[src/rtl/w6_pkg.sv]
`default_nettype none
// ---------------------------------------------------------------------------
// w6_pkg : shared state encoding, field widths and frame packing for w6host
// Rev 1.0
// ---------------------------------------------------------------------------
package w6_pkg;

  localparam int W6_ADDR_W     = 8;
  localparam int W6_DATA_W     = 64;
  localparam int W6_FRAME_BITS = W6_ADDR_W + W6_DATA_W;
  localparam int W6_STATUS_W   = 8;

  typedef enum logic [2:0] {
    ST_IDLE  = 3'd0,
    ST_REQ   = 3'd1,
    ST_SHIFT = 3'd2,
    ST_TURN  = 3'd3,
    ST_READ  = 3'd4,
    ST_GAP   = 3'd5
  } w6_state_e;

  // Address leads the frame so it reaches the device first when shifted MSB first.
  function automatic logic [W6_FRAME_BITS-1:0] w6_pack(
    input logic [W6_ADDR_W-1:0] addr,
    input logic [W6_DATA_W-1:0] data
  );
    return {addr, data};
  endfunction

endpackage
`default_nettype wire

[src/rtl/w6host_bitclk.sv]
`default_nettype none
// ---------------------------------------------------------------------------
// w6host_bitclk : link bit-clock divider with phase strobes; io_clk held low when disabled
// Rev 1.0
// ---------------------------------------------------------------------------
module w6host_bitclk #(
  parameter int CLKDIV = 4
) (
  input  logic clk,
  input  logic rst,
  input  logic en,
  output logic io_clk,
  output logic fall_stb,
  output logic rise_stb,
  output logic last_hi_stb
);

  localparam int DIV_W = (CLKDIV > 1) ? $clog2(CLKDIV) : 1;
  localparam logic [DIV_W-1:0] c_div_last = DIV_W'(CLKDIV - 1);

  logic [DIV_W-1:0] r_div;
  logic             r_hi;

  always_ff @(posedge clk or negedge rst) begin
    if (!rst) begin
      r_div <= '0;
      r_hi  <= 1'b0;
    end else if (!en) begin
      r_div <= '0;
      r_hi  <= 1'b0;
    end else if (r_div == c_div_last) begin
      r_div <= '0;
      r_hi  <= ~r_hi;
    end else begin
      r_div <= r_div + DIV_W'(1);
    end
  end

  assign io_clk      = r_hi;
  assign fall_stb    = en && !r_hi && (r_div == '0);
  assign rise_stb    = en &&  r_hi && (r_div == '0);
  assign last_hi_stb = en &&  r_hi && (r_div == c_div_last);

endmodule
`default_nettype wire

[src/rtl/w6host.sv]
`default_nettype none
// ---------------------------------------------------------------------------
// w6host : w6 debug link host master; 72-bit frames out, optional status readback
//          (readback built when W6HOST_READBACK_EN is defined)
// Rev 1.0
// ---------------------------------------------------------------------------
module w6host
  import w6_pkg::*;
#(
  parameter int CLKDIV      = 4,
  parameter int CTS_TIMEOUT = 1024
) (
  input  logic                   clk,
  input  logic                   rst,
  input  logic                   cmd_valid,
  output logic                   cmd_ready,
  input  logic [W6_ADDR_W-1:0]   cmd_addr,
  input  logic [W6_DATA_W-1:0]   cmd_data,
  output logic                   tx_done,
  output logic                   err_timeout,
  output logic                   rsp_valid,
  output logic [W6_STATUS_W-1:0] rsp_status,
  output logic                   io_clk,
  output logic                   io_dir,
  output logic                   io_rts,
  input  logic                   io_cts,
  output logic                   io_in,
  input  logic                   io_out
);

  localparam int TMO_W = $clog2(CTS_TIMEOUT + 1);
  localparam int GAP_W = $clog2(CLKDIV + 1);
  localparam logic [TMO_W-1:0] c_tmo_max    = TMO_W'(CTS_TIMEOUT);
  localparam logic [GAP_W-1:0] c_gap_last   = GAP_W'(CLKDIV);
  localparam logic [6:0]       c_frame_last = 7'(W6_FRAME_BITS - 1);

  w6_state_e                r_state, w_next;
  logic                     r_cts_meta, r_cts_sync;
  logic [W6_FRAME_BITS-1:0] r_sh;
  logic [6:0]               r_bit;
  logic [TMO_W-1:0]         r_tmo;
  logic [GAP_W-1:0]         r_gap;
  logic                     w_bclk_en, w_fall_stb, w_rise_stb, w_last_hi;
  logic                     w_tmo_hit, w_bit_last, w_unused;

  w6host_bitclk #(.CLKDIV(CLKDIV)) u_bitclk (
    .clk         (clk),
    .rst         (rst),
    .en          (w_bclk_en),
    .io_clk      (io_clk),
    .fall_stb    (w_fall_stb),
    .rise_stb    (w_rise_stb),
    .last_hi_stb (w_last_hi)
  );

  assign w_tmo_hit  = !r_cts_sync && (r_tmo == c_tmo_max);
  assign w_bit_last = w_last_hi && (r_bit == 7'd0);

  always_comb begin
    w_next      = r_state;
    cmd_ready   = 1'b0;
    tx_done     = 1'b0;
    err_timeout = 1'b0;
    io_rts      = 1'b0;
    io_in       = 1'b0;
    io_dir      = 1'b1;
    w_bclk_en   = 1'b0;
    case (r_state)
      ST_IDLE: begin
        cmd_ready = 1'b1;
        if (cmd_valid) w_next = ST_REQ;
      end
      ST_REQ: begin
        // A grant on the same cycle as the limit still wins.
        io_rts      = r_cts_sync || !w_tmo_hit;
        err_timeout = !r_cts_sync && w_tmo_hit;
        if (r_cts_sync)     w_next = ST_SHIFT;
        else if (w_tmo_hit) w_next = ST_IDLE;
      end
      ST_SHIFT: begin
        io_rts    = 1'b1;
        io_in     = r_sh[W6_FRAME_BITS-1];
        w_bclk_en = 1'b1;
`ifdef W6HOST_READBACK_EN
        if (w_bit_last) w_next = ST_TURN;
`else
        if (w_bit_last) w_next = ST_GAP;
`endif
      end
`ifdef W6HOST_READBACK_EN
      ST_TURN: begin
        io_dir = 1'b0;
        if (r_gap == GAP_W'(CLKDIV - 1)) w_next = ST_READ;
      end
      ST_READ: begin
        io_dir    = 1'b0;
        w_bclk_en = 1'b1;
        if (w_bit_last) w_next = ST_GAP;
      end
`endif
      ST_GAP: begin
        // Idle-low guard of CLKDIV+1 cycles; tx_done marks its final cycle.
        if (r_gap == c_gap_last) begin
          tx_done = 1'b1;
          w_next  = ST_IDLE;
        end
      end
      default: w_next = ST_IDLE;
    endcase
  end

  always_ff @(posedge clk or negedge rst) begin
    if (!rst) begin
      r_state    <= ST_IDLE;
      r_cts_meta <= 1'b0;
      r_cts_sync <= 1'b0;
      r_sh       <= '0;
      r_bit      <= '0;
      r_tmo      <= '0;
      r_gap      <= '0;
    end else begin
      r_state    <= w_next;
      r_cts_meta <= io_cts;
      r_cts_sync <= r_cts_meta;

      if (r_state == ST_IDLE && cmd_valid) begin
        r_sh  <= w6_pack(cmd_addr, cmd_data);
        r_bit <= c_frame_last;
        r_tmo <= '0;
      end else if (r_state == ST_REQ && r_tmo != c_tmo_max) begin
        r_tmo <= r_tmo + TMO_W'(1);
      end

      if (r_state == ST_SHIFT && w_last_hi)
        r_sh <= {r_sh[W6_FRAME_BITS-2:0], 1'b0};

      if (r_state == ST_TURN)
        r_bit <= 7'(W6_STATUS_W - 1);
      else if ((r_state == ST_SHIFT || r_state == ST_READ) && w_last_hi)
        r_bit <= r_bit - 7'd1;

      if ((r_state == ST_GAP || r_state == ST_TURN) && w_next == r_state)
        r_gap <= r_gap + GAP_W'(1);
      else
        r_gap <= '0;
    end
  end

`ifdef W6HOST_READBACK_EN
  logic [W6_STATUS_W-1:0] r_rsp_sh, r_rsp_status;
  logic                   r_rsp_valid;

  always_ff @(posedge clk or negedge rst) begin
    if (!rst) begin
      r_rsp_sh     <= '0;
      r_rsp_status <= '0;
      r_rsp_valid  <= 1'b0;
    end else begin
      r_rsp_valid <= 1'b0;
      if (r_state == ST_READ && w_last_hi) begin
        r_rsp_sh <= {r_rsp_sh[W6_STATUS_W-2:0], io_out};
        if (r_bit == 7'd0) begin
          r_rsp_status <= {r_rsp_sh[W6_STATUS_W-2:0], io_out};
          r_rsp_valid  <= 1'b1;
        end
      end
    end
  end

  assign rsp_valid  = r_rsp_valid;
  assign rsp_status = r_rsp_status;
  assign w_unused   = ^{w_fall_stb, w_rise_stb};
`else
  assign rsp_valid  = 1'b0;
  assign rsp_status = '0;
  assign w_unused   = ^{w_fall_stb, w_rise_stb, io_out};
`endif

endmodule
`default_nettype wire

[config.mk]
export PLATFORM = sky130hd
export DESIGN_NAME = w6host
export DESIGN_NICKNAME = d
export VERILOG_FILES = /design/src/rtl/w6_pkg.sv /design/src/rtl/w6host_bitclk.sv /design/src/rtl/w6host.sv
export SDC_FILE = /design/constraint.sdc
export NUM_CORES = 1
export LEC_CHECK = 0
export CORE_MARGIN = 5
export CORE_UTILIZATION = 35
export DETAILED_ROUTE_END_ITERATION = 8
export GPL_TIMING_DRIVEN = 0
export SLEW_MARGIN = 20
export SYNTH_ARGS = -nofsm -noshare
export SYNTH_HDL_FRONTEND = slang
export SYNTH_HIERARCHICAL = 1
export SYNTH_SLANG_ARGS = --single-unit
[constraint.sdc]
create_clock -name clk -period 2.7 [get_ports clk]
set_input_delay 0.54 -clock clk [delete_from_list [all_inputs] [get_ports clk]]
set_output_delay 0.54 -clock clk [all_outputs]
set_load 0.005 [all_outputs]
== Yosys cells after proc, flatten, opt, wreduce, memory -nomap -nowiden ==
Index checks and enable logic that the tools add are counted.
Word-level totals
  input port bits: 77
  logic and storage cells: 70
  bits in registers: 101
  output and inout bits: 16
Operators by class
  equality and inequality tests: 11
  reduce and logical (&&, ||, !) cells: 20
  bitwise gates (word level): 1
  muxes and demuxes: 25
  add/sub/neg operators: 4
Operators with widths (number)
  72-bit two-way mux: 2
  11-bit two-way mux: 2
  7-bit two-way mux: 3
  3-bit two-way mux: 6
  3-bit case mux with 4 select lines: 1
  11-bit by 1-bit adder with 11-bit output, second input constant: 1
  11-bit == test, second input constant: 1
  11-bit inequality test, second input constant: 1
  1-bit logical AND: 10
  3-bit == test, second input constant: 3
  1-bit two-way mux: 8
  7-bit zero test: 1
  7-bit by 1-bit subtractor with 7-bit output, second input constant: 1
  3-bit by 2-bit == test with 1-bit output, second input constant: 2
  2-bit two-way mux: 2
  2-bit nonzero test: 2
  3-bit by 1-bit adder with 3-bit output, second input constant: 1
  3-bit by 1-bit == test with 1-bit output, second input constant: 1
  3-bit == test: 1
  3-bit zero test: 1
  1-bit logical OR: 3
  3-bit nonzero test: 1
  2-bit by 1-bit adder with 2-bit output, second input constant: 1
  2-bit == test, second input constant: 1
  other kinds (4): 5

== Depth between registers and ports, before layout ==
  depth in word-level cells: 10
  mapped depth: 11
  gate-level depth less buffers: 8

== Cells and area by module ==
The synthesis kept the hierarchy.
Modules (own cells, without submodules)
  w6host: area an instance 4471.8 um^2, sequential area each 2452.4 um^2, cells an instance 469, times used 1
  w6host_bitclk: area an instance 158.9 um^2, sequential area each 75.1 um^2, cells an instance 15, times used 1

== Least setup slack after synthesis ==
OpenSTA, ideal clock, no wires.
  path type: register to register
  start point: register r_state[2]
  end point: register r_sh[19]
  stages on the path, launching flop included: 12
  buffers on the path: 3
  library setup time: 124 ps
  period minus slack after synthesis: 2150 ps
  data arrival time: 2026 ps
  slack: 550 ps
  data required time: 2576 ps
  cell sequence: dfrtp_1 > buf_2 > nor2_1 > nand2_1 > inv_1 > and3_2 > nor4bb_1 > clkbuf_1 > nor2_1 > clkbuf_1 > nand2_1 > nand2_1
Between the ends
  cells in the longest elaborated chain, start to end: 6
  elaborated cells on any way between the ends: 9
  those cells by class: eq/ne (1); mux (2); reduce/logical (6)
RTL lines
  start: declaration: RTL line w6host.sv:37  | w6_state_e r_state, w_next;
  start signal: assignment: RTL line w6host.sv:122  | r_state <= w_next;
  3-bit by 2-bit == test with 1-bit output (*): RTL line w6host.sv:68  | case (r_state)
  1-bit two-way mux (*): RTL line w6host.sv:68
  via w_bclk_en: RTL line w6host.sv:43  | logic w_bclk_en, w_fall_stb, w_rise_stb, w_last_hi;
  1-bit logical AND (*)
  1-bit logical AND (*): RTL line w6host_bitclk.sv:42  | assign last_hi_stb = en && r_hi && (r_div == c_div_last);
  via w_last_hi: RTL line w6host.sv:43
  1-bit logical AND (*): RTL line w6host.sv:134  | if (r_state == ST_SHIFT && w_last_hi)
  72-bit two-way mux / 2-bit nonzero test (equally long branches)
  end signal: assignment: RTL line w6host.sv:127  | r_sh <= w6_pack(cmd_addr, cmd_data);
  end signal: assignment: RTL line w6host.sv:135  | r_sh <= {r_sh[W6_FRAME_BITS-2:0], 1'b0};
  end: declaration: RTL line w6host.sv:39  | logic [W6_FRAME_BITS-1:0] r_sh;
Mark *: on every way through the listed nets, which the timed path passes. The rest lies on a longest branch.
A chain may end at the register's enable or synchronous reset.

== Worst setup path in the final report ==
  start point: register r_tmo[0]
  end point: output port io_rts
Between the ends
  cells in the longest elaborated chain, start to end: 5
RTL lines
  start: declaration: RTL line w6host.sv:41  | logic [TMO_W-1:0] r_tmo;
  start signal: assignment: RTL line w6host.sv:131  | r_tmo <= r_tmo + TMO_W'(1);
  11-bit == test: RTL line w6host.sv:56  | assign w_tmo_hit = !r_cts_sync && (r_tmo == c_tmo_max);
  1-bit logical AND: RTL line w6host.sv:56
  1-bit zero test: RTL line w6host.sv:75  | io_rts = r_cts_sync || !w_tmo_hit;
  1-bit logical OR: RTL line w6host.sv:75
  1-bit case mux with 2 select lines: RTL line w6host.sv:68
  end: declaration: RTL line w6host.sv:25  | output logic io_rts,
Every way passes these cells.

==> results.sh <==
export IMPL_status="completed"
export IMPL_final_nets=667
export IMPL_cts_num_sinks=101
export IMPL_largest_buffer_count_on_any_clock_path=2
export IMPL_final_hold_worst_slack_ns=0.0524
export IMPL_setup_violations_final=0
export IMPL_final_max_slew_violation_count=0
export IMPL_max_cap_violations=0
export IMPL_grt_max_degree=74
export IMPL_synth_warnings=6
export IMPL_synthCells=481
export IMPL_critPathLaunchType="register"
export IMPL_post_drt_via_cell_ratio=4.89
export IMPL_grt_antenna_before_repair=0
export IMPL_cp_top_family="simple AND/OR/NAND/NOR gates"
export IMPL_buffer_ports_inserted=81
export IMPL_design_core_area_um2=13100
export IMPL_finalWirelength_um=10800
export IMPL_gr_total_overflow=0
export IMPL_critPathCaptureType="output port"
export IMPL_clock_fmax_ghz=0.387
export IMPL_grtUsageMet2_pct=23.0
export IMPL_most_common_cell_after_layout_fill_and_taps_aside="sky130_fd_sc_hd__nand2_1"
export IMPL_initial_core_utilization_pct=35.3
export IMPL_final_antenna_net_count=0
export IMPL_global_route_peak_usage_layer="met2"
export IMPL_timing_clock_skew_ns=0.00629
export IMPL_syn_cell_area_um2=4620
export IMPL_worst_ep_required_time_ns=2.16
export IMPL_max_slew_margin_rel_pct=57.7
export IMPL_critical_path_max_stage_delay_ns=0.45
export IMPL_critical_path_slowest_stage_cell="sky130_fd_sc_hd__clkdlybuf4s50_1"
export IMPL_detailedPlacementHpwl_um=7830
export IMPL_transition_time_at_the_pin_with_the_least_slew_margin_ns=0.627
export IMPL_relative_area_change_from_synthesis_to_final_layout_pct=32.1
export IMPL_finalHoldViolCount=0
export IMPL_globalRouteMet1Util_pct=18.3
export IMPL_gp_routability_congestion=0.829
export IMPL_cp_max_fo=6
export IMPL_timing_critical_path_cells="inv_1 -> ha_1 -> nor4b_4 -> nand3_2 -> nand2_2 -> nand3_1 -> clkdlybuf4s50_1"
export IMPL_met3_usage_pct=5.02
export IMPL_power_switching_mw=1.67
export IMPL_r2r_cells=11
export IMPL_layout_worst_path_cycle_share_pct=95.7
export IMPL_layout_common_cells="157 x sky130_fd_sc_hd__nand2_1, 100 x sky130_fd_sc_hd__dfrtp_1, 79 x sky130_fd_sc_hd__clkdlybuf4s50_1, 72 x sky130_fd_sc_hd__a22oi_1, 17 x sky130_fd_sc_hd__clkbuf_1"
export IMPL_worst_setup_path_type="reg2out"
export IMPL_global_route_usage_total_pct=14.3
export IMPL_htree_levels=3
export IMPL_drt_wirelength_per_cell_um=14.1
export IMPL_static_leakage_power_nw=2.91
export IMPL_drt_first_pass_iters=5
export IMPL_p_int_mw=3.55
export IMPL_avg_cell_area_syn_um2=9.60
export IMPL_placement_rows=42
export IMPL_postCtsHoldBufs=0
export IMPL_fin_util_pct=46.6
export IMPL_final_min_clock_period_ns=2.58
export IMPL_insertion_delay_ns=0.35
export IMPL_power_switching_fraction_pct=31.9
export IMPL_pwr_share_clk_pct=27.5
export IMPL_powerDensity_nw_per_um2=856
export IMPL_cp_num_cells=7
export IMPL_antenna_diode_count=0
export IMPL_cts_root_buffer_cell="sky130_fd_sc_hd__clkbuf_16"
export IMPL_dieArea_um2=15600
export IMPL_drt_first_iter_violations=235
export IMPL_num_io_pins=93
export IMPL_die_width_um=125
export IMPL_die_h_um=125
export IMPL_first_global_vias=3828
export IMPL_drc=0
export IMPL_clk_pin_slew_ns=0.07
export IMPL_tritoncts_num_buffers=9
export IMPL_vdd_ir_drop_max_mv=0.448
export IMPL_num_vias=3731
export IMPL_first_pass_grt_wire_length_um=18300
export IMPL_final_layout_size_suffix_gt1_share_pct=8.86
export IMPL_timing_critical_path_buf_inv=2
export IMPL_cts_tree="yes"
export IMPL_hold_path_class="in2async"
export IMPL_seqPwrFrac_pct=46.5
export IMPL_comb_power_share_pct=26.1
export IMPL_critPathArrivalTime_ns=2.04
[layer usage]
layer	share of wire, %	vias up
li1	-	1833
met1	45	1789
met2	47	97
met3	6.1	12
met4	0.94	0
met5	0	-
[through the flow]
step / area (um2) / worst slack (ns) / setup TNS [ns] / std cells / power [mW]
detailed placement: 5710 / -0.248 / -14.47 / 747 / 3.79
finish: 6100 / 0.117 / 0 / 763 / 5.22
floorplan: 4650 / 0.582 / 0 / 489 / 3.27
global route: 6100 / -0.0158 / -0.0158 / 763 / 5.60
global placement: 5680 / -2.77 / -290.72 / 746 / 3.72
CTS: 6060 / -0.0134 / -0.0134 / 763 / 5.25
[power by group through the flow]
stage	registers [mW]	clock network, mW	logic (mW)
after floorplan	2.34	0	0.925
after global placement	2.42	0	1.30
after detailed placement	2.44	0	1.35
after CTS	2.42	1.47	1.36
after global routing	2.49	1.53	1.58
final	2.42	1.43	1.36
[final cells by class]
cell class | count | area (um2)
clock buffer | 11 | 243
multi-input combinational | 340 | 1940
tap | 176 | 220
sequential | 101 | 2530
clock inverter | 5 | 91.3
buffer | 37 | 195
fill | 1248 | 6990
inverter | 11 | 41.3
timing repair buffer | 82 | 842
[flip-flops by register name, summed over array words and instances, names as in the netlist]
name and cells:
r_tmo 11, u_bitclk/r_div 2, r_sh 72, r_cts_sync 1
r_bit 7, u_bitclk/io_clk 1, r_state 3, r_cts_meta 1
r_gap 3
[worst paths after layout]
| check | start | slack (ns) | endpoint |
|---|---|---|---|
| min in group clk | r_cts_meta$_DFF_PN0_ | 0.36 | r_cts_sync$_DFF_PN0_ |
| hold reg to reg | r_cts_meta$_DFF_PN0_ | 0.36 | r_cts_sync$_DFF_PN0_ |
| setup / recovery | r_tmo[0]$_DFFE_PN0P_ | 0.12 | io_rts |
| max in group asynchronous | rst | 2.00 | r_sh[43]$_DFFE_PN0P_ |
| hold / removal | rst | 0.05 | u_bitclk/r_div[1]$_DFF_PN0_ |
| setup reg to reg | r_state[2]$_DFF_PN0_ | 0.21 | r_sh[38]$_DFFE_PN0P_ |
[timing repair]
item / 4_1_cts / 5_1_grt
cloned: 0 / 0
pin swaps: 1 / 3
buffers inserted: 0 / 0
endpoints found under the setup margin: 72 / 69
resized for setup: 6 / 12
No activity file was read; power rests on OpenSTA's default activity.
